[config.mk]
export PLATFORM = sky130hd
export DESIGN_NAME = xor_stream_checksum
export DESIGN_NICKNAME = d
export VERILOG_FILES = /design/src/rtl/xor_stream_checksum.sv
export SDC_FILE = /design/constraint.sdc
export NUM_CORES = 1
export LEC_CHECK = 0
export ABC_AREA = 1
export CAP_MARGIN = 25
export CORE_MARGIN = 2
export CORE_UTILIZATION = 53
export DETAILED_ROUTE_END_ITERATION = 10
export PLACE_DENSITY = 0.83
export SYNTH_ARGS = -nofsm -noshare
export SYNTH_HDL_FRONTEND = slang
export SYNTH_SLANG_ARGS = --single-unit
[constraint.sdc]
create_clock -name clk -period 2.1 [get_ports clk]
set_input_delay 0.42 -clock clk [delete_from_list [all_inputs] [get_ports clk]]
set_output_delay 0.42 -clock clk [all_outputs]
set_load 0.005 [all_outputs]
[src/rtl/xor_stream_checksum.sv]
// xor_stream_checksum: folds a framed stream of words into an XOR/XNOR checksum behind valid/ready handshakes
module xor_stream_checksum #(
    parameter int WIDTH   = 4,
    parameter int COUNT_W = 4
) (
    input  logic               clk,
    input  logic               rst,
    input  logic               start,
    input  logic [COUNT_W-1:0] len,
    input  logic               invert,
    input  logic               in_valid,
    output logic               in_ready,
    input  logic [WIDTH-1:0]   in_data,
    output logic               out_valid,
    input  logic               out_ready,
    output logic [WIDTH-1:0]   out_data,
    output logic               busy
);
    localparam logic [1:0] IDLE  = 2'd0;
    localparam logic [1:0] ACCUM = 2'd1;
    localparam logic [1:0] DONE  = 2'd2;
    localparam logic [COUNT_W-1:0] ONE = 1;

    logic [1:0]         state_q, state_d;
    logic [WIDTH-1:0]   acc_q, acc_d;
    logic [COUNT_W-1:0] cnt_q, cnt_d;
    logic               inv_q, inv_d;
    logic [WIDTH-1:0]   out_q, out_d;
    logic               beat, last;

    assign beat = in_valid && (state_q == ACCUM);
    assign last = cnt_q == ONE;

    always_comb begin
        state_d = state_q;
        acc_d   = acc_q;
        cnt_d   = cnt_q;
        inv_d   = inv_q;
        out_d   = out_q;
        if (state_q == IDLE && start && len != '0) begin
            acc_d   = '0;
            cnt_d   = len;
            inv_d   = invert;
            state_d = ACCUM;
        end else if (state_q == IDLE && start) begin
            out_d   = {WIDTH{invert}};
            state_d = DONE;
        end else if (beat) begin
            // the counter parks at 1 on the final beat instead of reaching 0
            acc_d   = acc_q ^ in_data;
            cnt_d   = last ? cnt_q : cnt_q - ONE;
            out_d   = last ? (acc_q ^ in_data) ^ {WIDTH{inv_q}} : out_q;
            state_d = last ? DONE : ACCUM;
        end else if (state_q == DONE && out_ready) begin
            state_d = IDLE;
        end
    end

    always_ff @(posedge clk) begin
        if (rst) begin
            state_q <= IDLE;
            acc_q   <= '0;
            cnt_q   <= '0;
            inv_q   <= 1'b0;
            out_q   <= '0;
        end else begin
            state_q <= state_d;
            acc_q   <= acc_d;
            cnt_q   <= cnt_d;
            inv_q   <= inv_d;
            out_q   <= out_d;
        end
    end

    assign in_ready  = state_q == ACCUM;
    assign out_valid = state_q == DONE;
    assign busy      = state_q != IDLE;
    assign out_data  = out_q;
endmodule

==> run metrics, run 1 <==
run status=complete, no violations; first-pass GRT wire length=3250 um; switching share of power=35.9%; Port Buffers=20; RR Endpoint=cnt_q[0]$_SDFFE_PP0P_; Worst Hold End=state_q[1]$_SDFFE_PP0P_; GRT Util Overall=20.5%; Post-synth top cells=nand2_1, nor2_1, inv_1, nand3_1, dfxtp_1; CTS max path bufs=2; average wire per standard cell=9.50 um; RSZ-0062 raised after global routing=false; Area contributors post-synth=dfxtp_1, nand2_1, nor2_1; DR iter-0 viols=15; Vert. Die Dim=46.7 um; fmax=0.553 GHz; max-cap violations=0; Mapped Cells=154; CTS Root Buffer Type=clkbuf_4; gr ovfl total=0; Yosys warnings=0; Mapped Area=965 sq um; RR Startpoint=state_q[0]$_SDFFE_PP0P_; PostCTS Resize Cnt=0; top cell type's share of synthesized area=31.1%; synth unique cells=19; pwr dens=696 mW/mm^2; DRC violations left=0; hold_ws=0.488 ns; Sequential Power Share=41.2%; Mapped Avg Cell Area=6.26 sq um; Slew Limit Fails=0; DR pass1 iterations=4; CP Launch Point=state_q[0]$_SDFFE_PP0P_; clock sinks=15; leading area contributor after synthesis=dfxtp_1; HP Start=state_q[1]$_SDFFE_PP0P_; Nets=194; critical path's largest stage delay=0.50 ns; net switching power=304 uW; final worst setup slack=0.293 ns; Initial Util=55.9%; die width=46.7 um; P_int=543 uW; Hold Fails Final Rpt=0; worst vdd ir=509 uV; most common cell in the netlist=nand2_1; Crit path required time=1.68 ns; # rows=15; Worst slew margin=77.9%; worst-path cell chain=inv_2 -> nand2_4 -> clkdlybuf4s50_1; Post-DRT Antenna Nets=0; cts bufs inserted=3; Slowest-stage cell, CP=clkdlybuf4s50_1; Worst R2R Path Depth=7; Area Growth Syn to Fin=26.2%; R2R setup slack=0.84 ns; sum of negative setup slack=0 ns; largest net degree at the start of global routing=12; DR vias/cell=4.58; Worst-path clk slew=0.09 ns; CP max FO=5; Top FF cell, synth=dfxtp_1; sequential cell area=300 sq um; min cycle time layout=1.81 ns; footprint of the multi-input gates=566 sq um; hpwl dp=1570 um; hold_buf cts=0; Hold Crit Class=flop to flop; CTS tree=yes; n_diodes=0; layout cells sized above 1=9.60%; Layout Cells excl Fill=202; DIE AREA=0.00218 sq mm; Core Region=0.00173 sq mm; FILL cells=151; CTS HTree Levels=1; vias in the first global route=837; Worst Tran Pin Value=0.331 ns; Final period util=86.0%; initial antenna violation count=0; Setup CP Type=flop to output pin; Post-synth EDFFs=0; I/O Pins=21; Critical Path End Type=output pin; WP data arrival=1.39 ns; number of stages on the worst hold path=2; final RePlAce weighted congestion=0.898; Synthesized Nets=170; Setup Viol. Count Final=0; drt total wl=1920 um; setup bufs post-CTS=0; FF+latch count, synth=15; CP Launch Type=flop; power share of the clock group=19.0%; clock insertion delay at the later pin of the skew report=0.28 ns; pre-CTS setup slack=0.361 ns; Logic pwr share=39.7%; Clock Skew=0.00582 ns; dpl cells=198; share of flip-flops with an asynchronous set or reset=0%; Vias=925; post-synthesis sequential area ratio=31.1%; Leakage Power=0.602 nW
## registers in the layout (all words and copies together), names as in the netlist
name	count
cnt_q	4
state_q	2
inv_q	1
out_data	4
acc_q	4
## layout make-up
type                            instances  area share (%)
Timing Repair Buffer                   20            16.4
Tap cell                               25            2.57
Inverter                               25            7.71
Clock buffer                            4            2.16
Sequential cell                        15            24.7
Multi-Input combinational cell        113            46.5
## stage by stage
step           total power, mW  util, %  area [sq um]
3_3_place_gp             0.686     69.0          1190
2_1_floorplan            0.585        -           965
6_report                 0.847     70.5          1220
5_1_grt                  0.915     70.5          1220
3_5_place_dp             0.694     69.0          1190
4_1_cts                  0.857     70.5          1220
## kinds of logic after synthesis
family | after synthesis | share of synthesized area, %
AND/OR/NAND/NOR | 101 | 49.8
XOR/XNOR | 1 | 0.908
buffers and inverters | 26 | 10.2
flip-flops | 15 | 31.1
AO/OA/AOI/OAI | 9 | 5.32
adder cells (fa/ha/maj) | 2 | 2.59
## cell usage in the layout, fill, tap and decap left out, drive strengths merged
| cell type | instances |
|---|---|
| nor2 | 24 |
| o21ai | 2 |
| o211a | 1 |
| xor2 | 1 |
| clkbuf | 4 |
| clkdlybuf4s50 | 20 |
| inv | 25 |
| o22ai | 1 |
| ha | 2 |
| a21oi | 5 |
| nand2 | 58 |
| nand3 | 19 |
| dfxtp | 15 |
## critical path, delay by kind of cell (launching register included)
kind / cells / cell delay (ns)
DFF: 1 / 0.42
buffers and inverters: 2 / 0.59
and+or+nand+nor: 1 / 0.09
## layer usage
| metal | vias up | GRT usage (%) | wire [um] |
|---|---|---|---|
| li1 | 518 | - | - |
| met3 | 4 | 2.35 | 88 |
| met5 | - | 0 | 0 |
| met1 | 382 | 23.5 | 854 |
| met4 | 0 | 6.67 | 17 |
| met2 | 21 | 38.9 | 958 |
## power groups by stage
stage / logic (mW) / registers, mW / clock network (mW)
floorplan: 0.234 / 0.351 / 0
CTS: 0.340 / 0.349 / 0.168
global route: 0.383 / 0.356 / 0.176
global placement: 0.332 / 0.355 / 0
finish: 0.337 / 0.349 / 0.161
detailed placement: 0.338 / 0.356 / 0
## worst max-delay path by stage
stage                                    end  slack [ns]  cells after the start
floorplan           out_data[0]$_SDFFE_PP0P_        0.97                      6
finish                                  busy        0.29                      3
global route                            busy        0.21                      3
detailed placement     cnt_q[0]$_SDFFE_PP0P_        0.36                      8
global placement       cnt_q[0]$_SDFFE_PP0P_        0.39                      8
CTS                                     busy        0.28                      3
(Power assumes the default switching activity.)
==> run 2, diff against run 1 <==
- CAP_MARGIN: 25 -> unset
==> results of run 2 <==
The final DEF is identical to that of run 1; final timing and power are the same.
